### src/rtl/motor_speed_sched.sv
// rtl/motor_speed_sched.sv - motor duty ramp scheduler with hold timer and PWM output
module motor_speed_sched #(
    parameter int CLK_HZ    = 100_000_000,
    parameter int STEP_MS   = 10,
    parameter int DUTY_STEP = 8,
    parameter int HOLD_MS   = 1000
) (
    input  logic       clkin,
    input  logic       reset,
    input  logic [6:0] direction,
    input  logic       start_milli_timer,
    input  logic       start_timer,
    output logic       accelerated,
    output logic       decelerated,
    output logic       timer_expire,
    output logic [7:0] duty,
    output logic       pwm
);

    localparam int PRE_CNT = CLK_HZ / 1000;
    localparam int PRE_W   = (PRE_CNT > 1) ? $clog2(PRE_CNT) : 1;
    localparam int STEP_W  = $clog2(STEP_MS + 1);
    localparam int HOLD_W  = $clog2(HOLD_MS + 1);

    localparam logic [6:0] DIR_FORWARD = 7'b0000001;
    localparam logic [6:0] DIR_IDLE    = 7'b0000010;
    localparam logic [6:0] DIR_ACC     = 7'b0100000;

    typedef enum logic [1:0] {
        AT_SPEED  = 2'd0,
        RAMP_DOWN = 2'd1,
        STOPPED   = 2'd2,
        RAMP_UP   = 2'd3
    } state_t;

    state_t              state_q, state_d;
    logic [PRE_W-1:0]    pre_q;
    logic [STEP_W-1:0]   step_q, step_d;
    logic [7:0]          duty_q, duty_d;
    logic [HOLD_W-1:0]   hold_q, hold_d;
    logic [7:0]          pwm_cnt_q;
    logic                accel_q, decel_q, expire_q, expire_d, pwm_q;
    logic                ms_tick;
    logic [8:0]          sum9;

    assign ms_tick = (pre_q == PRE_W'(PRE_CNT - 1));
    assign sum9    = {1'b0, duty_q} + 9'(DUTY_STEP);

    // A valid ramp request takes priority over a coincident step so the
    // restarted ramp always begins from the duty currently being driven.
    always_comb begin
        state_d = state_q;
        step_d  = step_q;
        duty_d  = duty_q;
        if (start_milli_timer && (direction == DIR_FORWARD || direction == DIR_ACC)) begin
            state_d = RAMP_DOWN;
            step_d  = '0;
        end else if (start_milli_timer && direction == DIR_IDLE) begin
            state_d = RAMP_UP;
            step_d  = '0;
        end else if ((state_q == RAMP_UP || state_q == RAMP_DOWN) && ms_tick) begin
            if (step_q == STEP_W'(STEP_MS - 1)) begin
                step_d = '0;
                if (state_q == RAMP_UP) begin
                    if (sum9 >= 9'd255) begin
                        duty_d  = 8'd255;
                        state_d = AT_SPEED;
                    end else begin
                        duty_d = sum9[7:0];
                    end
                end else begin
                    if ({1'b0, duty_q} <= 9'(DUTY_STEP)) begin
                        duty_d  = 8'd0;
                        state_d = STOPPED;
                    end else begin
                        duty_d = duty_q - 8'(DUTY_STEP);
                    end
                end
            end else begin
                step_d = step_q + STEP_W'(1);
            end
        end
    end

    // A start coincident with the final decrement reloads and suppresses the expiry.
    always_comb begin
        hold_d   = hold_q;
        expire_d = 1'b0;
        if (start_timer) begin
            hold_d = HOLD_W'(HOLD_MS);
        end else if (ms_tick && hold_q != '0) begin
            hold_d   = hold_q - HOLD_W'(1);
            expire_d = (hold_q == HOLD_W'(1));
        end
    end

    always_ff @(posedge clkin or negedge reset) begin
        if (!reset) begin
            pre_q     <= '0;
            state_q   <= AT_SPEED;
            step_q    <= '0;
            duty_q    <= 8'd255;
            hold_q    <= '0;
            pwm_cnt_q <= 8'd0;
            accel_q   <= 1'b1;
            decel_q   <= 1'b0;
            expire_q  <= 1'b0;
            pwm_q     <= 1'b0;
        end else begin
            pre_q     <= ms_tick ? '0 : pre_q + PRE_W'(1);
            state_q   <= state_d;
            step_q    <= step_d;
            duty_q    <= duty_d;
            hold_q    <= hold_d;
            pwm_cnt_q <= (pwm_cnt_q == 8'd254) ? 8'd0 : pwm_cnt_q + 8'd1;
            accel_q   <= (state_d == AT_SPEED);
            decel_q   <= (state_d == STOPPED);
            expire_q  <= expire_d;
            pwm_q     <= (pwm_cnt_q < duty_q);
        end
    end

    assign accelerated  = accel_q;
    assign decelerated  = decel_q;
    assign timer_expire = expire_q;
    assign duty         = duty_q;
    assign pwm          = pwm_q;

endmodule

### config.mk
export PLATFORM = sky130hd
export DESIGN_NAME = motor_speed_sched
export DESIGN_NICKNAME = d
export VERILOG_FILES = /design/src/rtl/motor_speed_sched.sv
export SDC_FILE = /design/constraint.sdc
export NUM_CORES = 1
export LEC_CHECK = 0
export ABC_AREA = 0
export CORE_AREA = 2 2 78 80
export DETAILED_ROUTE_END_ITERATION = 10
export DIE_AREA = 0 0 80 82
export GPL_TIMING_DRIVEN = 0
export PLACE_DENSITY = 0.73
export SLEW_MARGIN = 20
export SYNTH_ARGS = -nofsm -noshare
export SYNTH_HDL_FRONTEND = slang
export SYNTH_SLANG_ARGS = --single-unit
### constraint.sdc
create_clock -name clkin -period 6 [get_ports clkin]
set_input_delay 0.9 -clock clkin [delete_from_list [all_inputs] [get_ports clkin]]
set_output_delay 0.9 -clock clkin [all_outputs]
set_load 0.02 [all_outputs]
==> results of run 1 <==
logic make-up (layout without fill, tap and decap cells):
kind of cell | Yosys count | after routing | synth area share, %
buffers and inverters | 27 | 57 | 3.87
and+or+nand+nor | 144 | 144 | 25.2
AOI/OAI and AO/OA | 58 | 58 | 12.2
adders and majority gates | 17 | 17 | 7.07
DFF | 51 | 51 | 42.7
xor gates and xnor gates | 27 | 27 | 7.86
muxes | 3 | 3 | 1.04
through the flow:
stage	total power, mW	setup slack, ns	cells	utilization [%]	area, µm²
3_3_place_gp	0.402	2.55	424	57.8	3320
4_1_cts	0.613	3.41	432	59.5	3420
5_1_grt	0.635	3.20	432	59.5	3420
6_report	0.602	3.36	432	59.5	3420
2_1_floorplan	0.383	3.67	327	-	3010
3_5_place_dp	0.404	3.10	424	57.8	3320
cell usage after synthesis (10+ instances only):
| cell | count | share of area (%) |
|---|---|---|
| nand2_1 | 27 | 3.4 |
| nand3_1 | 18 | 3.0 |
| nor2_1 | 35 | 4.4 |
| ha_1 | 17 | 7.1 |
| xnor2_1 | 11 | 3.2 |
| xor2_1 | 16 | 4.7 |
| nor4_1 | 10 | 2.1 |
| inv_1 | 14 | 1.7 |
| o21ai_0 | 16 | 2.7 |
| a21oi_1 | 15 | 2.5 |
| dfrtp_1 | 44 | 37 |
power by group through the flow:
stage / combinational (mW) / sequential (mW) / clock, mW
after global placement: 0.0382 / 0.364 / 0
after CTS: 0.0393 / 0.358 / 0.215
after floorplan: 0.0206 / 0.363 / 0
after detailed placement: 0.0394 / 0.364 / 0
after global routing: 0.0470 / 0.360 / 0.228
final: 0.0386 / 0.358 / 0.206
flip-flops by register name, indices dropped and copies added, names as in the netlist:
signal        count
decelerated       1
accelerated       1
state_q           2
pwm               1
duty              6
timer_expire      1
step_q            4
pre_q            17
pwm_cnt_q         8
hold_q           10
per-layer routing:
metal,track usage (%),vias up,wire length [µm]
met2,33.2,49,2790
li1,-,1226,-
met4,7.63,0,31
met5,0,-,0
met1,26.6,1155,2780
met3,3.63,4,200
cell type report:
| class | instances | share of cell area, % |
|---|---|---|
| multi-input cells | 249 | 47.1 |
| flip-flops and latches | 51 | 37.6 |
| repair buffers | 22 | 6.37 |
| well taps | 75 | 2.75 |
| clock buffers | 7 | 2.53 |
| plain buffers | 13 | 1.87 |
| inverters | 14 | 1.54 |
| clock inverters | 1 | 0.256 |
final timing paths:
check | from | endpoint | slack [ns]
min in group asynchronous | reset | hold_q[8] | 0.59
min reg2reg | pre_q[11] | pre_q[11] | 0.50
max | duty[3] | state_q[0] | 3.36
max reg2reg | duty[3] | state_q[0] | 3.36
max in group asynchronous | reset | pwm_cnt_q[2] | 4.94
min | pre_q[11] | pre_q[11] | 0.50
worst max-delay path, cell delays in order, from the launching register on:
cell       delay [ns]
dfstp_2          0.63
inv_1            0.16
ha_1             0.35
nand2b_1         0.07
a2111oi_0        0.40
or3_1            0.16
clkbuf_1         0.33
nand2_1          0.10
a311o_1          0.32
==> results by group, run 1 <==
Status
  • Status: finished, final reports clean

Cells and area
  • Multi-input gate area in the final layout: 1610 µm²
  • Commonest non-fill, non-tap cell in the layout: dfrtp_1
  • Commonest cells after routing, fill and taps aside: dfrtp_1, nor2_1, nand2_1
  • Antenna cells: 0
  • Sequential cell area: 1280 µm²
  • FILL cells: 516
  • Layout cells sized above 1: 6.44%
  • Fin nets: 384
  • Area grow syn2layout: 13.5%

Power
  • Cell Int Power: 463 µW
  • Clock share of power: 34.2%
  • Combinational share of power: 6.4%
  • Peak supply drop: 0.0000864 V
  • Pwr per Cell Area: 176 nW/µm²
  • Sw frac: 23.2%
  • Pleak: 1.40 nW
  • Seq pwr share: 59.4%
  • Total net switching power: 140 µW

Global routing
  • Vias in the first global route: 2416
  • Initial antenna violation count: 0
  • Largest net degree at the start of global routing: 52
  • First-pass GRT wire length: 10500 µm
  • Overall Global Routing Usage: 20.1%
  • Gr ovfl total: 0

STA
  • Setup TNS: 0 ns
  • Fmax: 380 MHz
  • Slew HR: 57.3%
  • Final period util: 43.9%
  • Final setup violation count: 0
  • Slew Limit Fails: 0
  • Actual slew at the worst max-slew pin: 0.637 ns
  • RSZ-0062 raised after global routing: false
  • Setup Skew: 0.0150 ns
  • Worst hold slack: 0.502 ns
  • Min Clock Period, post-route: 2.64 ns
  • Hold Vio Cnt, Final: 0

Detailed routing
  • ANT nets after route: 0
  • Vias: 2434
  • Drt drc: 0
  • Starting DRC count in detailed routing: 120
  • Per-cell routed wire length: 13.4 µm
  • TritonRoute pass-1 iters: 4
  • Vias per cell: 5.63
  • Drt total wl: 5800 µm

Placement
  • GP Congestion: 0.883
  • I/O Buffers: 22
  • HPWL after DPL: 4090 µm

Clock tree
  • Post-CTS setup buffer count: 0
  • Post-CTS Hold Buffers: 0
  • Worst skew pair latency: 0.30 ns
  • Clk sinks: 51
  • CTS Buffer Depth: 2
  • H-tree depth: 2
  • CTS tree: built
  • CTS Buf Count: 5
  • Root cell of the clock tree: clkbuf_8
  • Post-CTS resize count: 0
  • Worst-path clk slew: 0.10 ns

Die
  • Starting density of the core: 52.4%
  • Core Rows: 28
  • Die ar.: 6560 µm²
  • Die Span Y: 82 µm
  • IO Pins: 23
  • Die W: 80 µm
  • Core ar.: 5750 µm²

Synth
  • Synth warn: 0
  • Syn Std Cell Area: 3010 µm²
  • Synthesized net count: 355
  • Netlist cell types: 50
  • Synthesized flop and latch total: 51
  • Syn Inst Count: 327
  • Sequential share of the synthesized area: 42.7%
  • Top_reg_cell synth: dfrtp_1
  • Async set-reset flop share out of synthesis: 100%
  • Post-synth EDFFs: 0
  • Avg Cell Area, Syn: 9.20 µm²

Setup path
  • Worst setup path category: flip-flop to flip-flop
  • CP max FO: 9
  • CP endpoint kind: flip-flop
  • Req. time, crit path: 6.19 ns
  • CP Data Arrival Time: 2.82 ns
  • FF-to-FF path depth: 8
  • CP Launch Type: flip-flop

Hold path
  • Hold crit path type: flip-flop to flip-flop
  • Cell depth of the worst hold path: 1

Flow run
  • Max Cap Viol: 0
(Power assumes the default switching activity.)
==> run 2, diff against run 1 <==
==> constraint.sdc (replaced) <==
create_clock -name clkin -period 2.66 [get_ports clkin]
set_input_delay 0.399 -clock clkin [delete_from_list [all_inputs] [get_ports clkin]]
set_output_delay 0.399 -clock clkin [all_outputs]
set_load 0.02 [all_outputs]
==> results by group, run 2 (same netlist as run 1, synthesis figures left out) <==
Detailed routing
  • TritonRoute pass-1 iters: 5
  • Drt total wl: 5860 µm
  • Drt drc: 0
  • ANT nets after route: 0
  • Vias per cell: 5.69
  • Starting DRC count in detailed routing: 132
  • Per-cell routed wire length: 13.6 µm
  • Vias: 2456

STA
  • Slew HR: 57.8%
  • Final setup violation count: 0
  • Worst setup margin: 0.186 ns
  • Slew Limit Fails: 0
  • Worst hold slack: 0.0880 ns
  • Min Clock Period, post-route: 2.47 ns
  • Final period util: 93.0%
  • Setup Skew: 0.0156 ns
  • RSZ-0062 raised after global routing: false
  • Hold Vio Cnt, Final: 0
  • Actual slew at the worst max-slew pin: 0.633 ns
  • Fmax: 404 MHz

Status
  • Status: finished, final reports clean

Cells and area
  • Largest registers: pre_q (17), hold_q (10), pwm_cnt_q (8)
  • Commonest non-fill, non-tap cell in the layout: dfrtp_1
  • Biggest register: pre_q
  • Antenna cells: 0
  • Cell Count, Final, Fillers Out: 432
  • Commonest cells after routing, fill and taps aside: dfrtp_1, nor2_1, nand2_1
  • Layout cells sized above 1: 7.00%
  • Max FFs per register: 17
  • Area grow syn2layout: 13.7%
  • Fin nets: 384
  • FILL cells: 517

Global routing
  • Largest net degree at the start of global routing: 52
  • Initial antenna violation count: 0
  • First-pass GRT wire length: 10500 µm
  • M3 GR Usage: 3.63%
  • Vias in the first global route: 2416
  • GRT met2 Usage: 33.2%
  • Overall Global Routing Usage: 20.1%
  • Gr busiest metal: met2
  • Gr ovfl total: 0
  • M1 GR Usage: 26.6%

Placement
  • GP Congestion: 0.883
  • I/O Buffers: 22
  • Inst Count DP: 424
  • HPWL after DPL: 4090 µm
  • Worst slack at placement: 0.0965 ns

Clock tree
  • CTS tree: built
  • Post-CTS Hold Buffers: 0
  • Worst-path clk slew: 0.10 ns
  • CTS Buf Count: 5
  • Worst skew pair latency: 0.30 ns
  • CTS Buffer Depth: 2
  • Root cell of the clock tree: clkbuf_8
  • Clk sinks: 51
  • H-tree depth: 2

Setup path
  • Reg2reg setup slack: 0.19 ns
  • CP endpoint kind: flip-flop
  • FF-to-FF path depth: 7
  • CP max FO: 9
  • CP Data Arrival Time: 2.66 ns
  • Worst flop-to-flop path endpoint: state_q[0]
  • Reg2reg start: duty[3]
  • Req. time, crit path: 2.85 ns
  • CP Launch Type: flip-flop
  • Worst setup path category: flip-flop to flip-flop

Die
  • Die ar.: 6560 µm²
  • IO Pins: 23
  • Core ar.: 5750 µm²
  • Core Rows: 28
  • Die Span Y: 82 µm
  • Starting density of the core: 52.4%
  • Die W: 80 µm

Hold path
  • Hold crit path type: input port to asynchronous set/reset pin

Flow run
  • Max Cap Viol: 0

Power
  • Peak supply drop: 0.000197 V
  • Pwr per Cell Area: 398 nW/µm²
  • Pleak: 1.41 nW
-- run 2: changes by cell type in the layout (fill, tap and decap cells not counted) --
cell	change
clkbuf_1	-2
buf_4	+1
clkbuf_2	+1
-- run 2: how the worst max path moves through the flow --
stage | startpoint | end | slack [ns] | cells after the start
finish | duty[3] | state_q[0] | 0.19 | 7
global route | duty[3] | state_q[0] | 0.01 | 7
CTS | pre_q[12] | hold_q[2] | 0.09 | 6
detailed placement | pre_q[12] | step_q[2] | 0.1 | 6
global placement | reset | pwm_cnt_q[1] | -0.29 | 1
floorplan | pre_q[12] | state_q[1] | 0.33 | 6
-- run 2: repair_timing --
item / CTS / global route
resized for setup: 0 / 2
setup endpoints to repair: 0 / 7
buffers inserted: 0 / 1
-- run 2: cell type report --
type / instances / area [µm²] / area share [%]
Multi-Input combinational cell: 249 / 1610 / 47.0
Sequential cell: 51 / 1280 / 37.6
Timing Repair Buffer: 23 / 225 / 6.58
Tap cell: 75 / 93.8 / 2.74
Clock buffer: 7 / 86.3 / 2.52
Buffer: 12 / 61.3 / 1.79
Inverter: 14 / 52.6 / 1.54
Clock inverter: 1 / 8.76 / 0.256
-- run 2: metal layers --
layer,vias up,part of all wire [%]
met5,-,0
met4,0,0.53
met3,4,3.6
met2,62,48
met1,1163,47
li1,1227,-
-- run 2: power breakdown --
group	internal (mW)	leakage, nW	switching (mW)
Sequential	0.791	0.603	0.0165
Combinational	0.0385	0.755	0.0486
Clock	0.214	0.0484	0.252
-- run 2: worst max-delay path, stage by stage, from the launching register on --
cell	delay (ns)
dfstp_2	0.63
inv_1	0.16
ha_1	0.35
nand2b_1	0.06
a2111oi_0	0.38
or3_1	0.35
nand2_1	0.09
a311o_1	0.32
-- run 2: metrics by stage --
stage | setup TNS, ns | util (%) | cell area (µm²) | power, mW
after floorplan | 0 | - | 3010 | 0.865
final | 0 | 59.5 | 3420 | 1.36
after global routing | 0 | 59.5 | 3420 | 1.43
after detailed placement | 0 | 57.8 | 3320 | 0.911
after global placement | -12.67 | 57.8 | 3320 | 0.908
after CTS | 0 | 59.5 | 3420 | 1.38
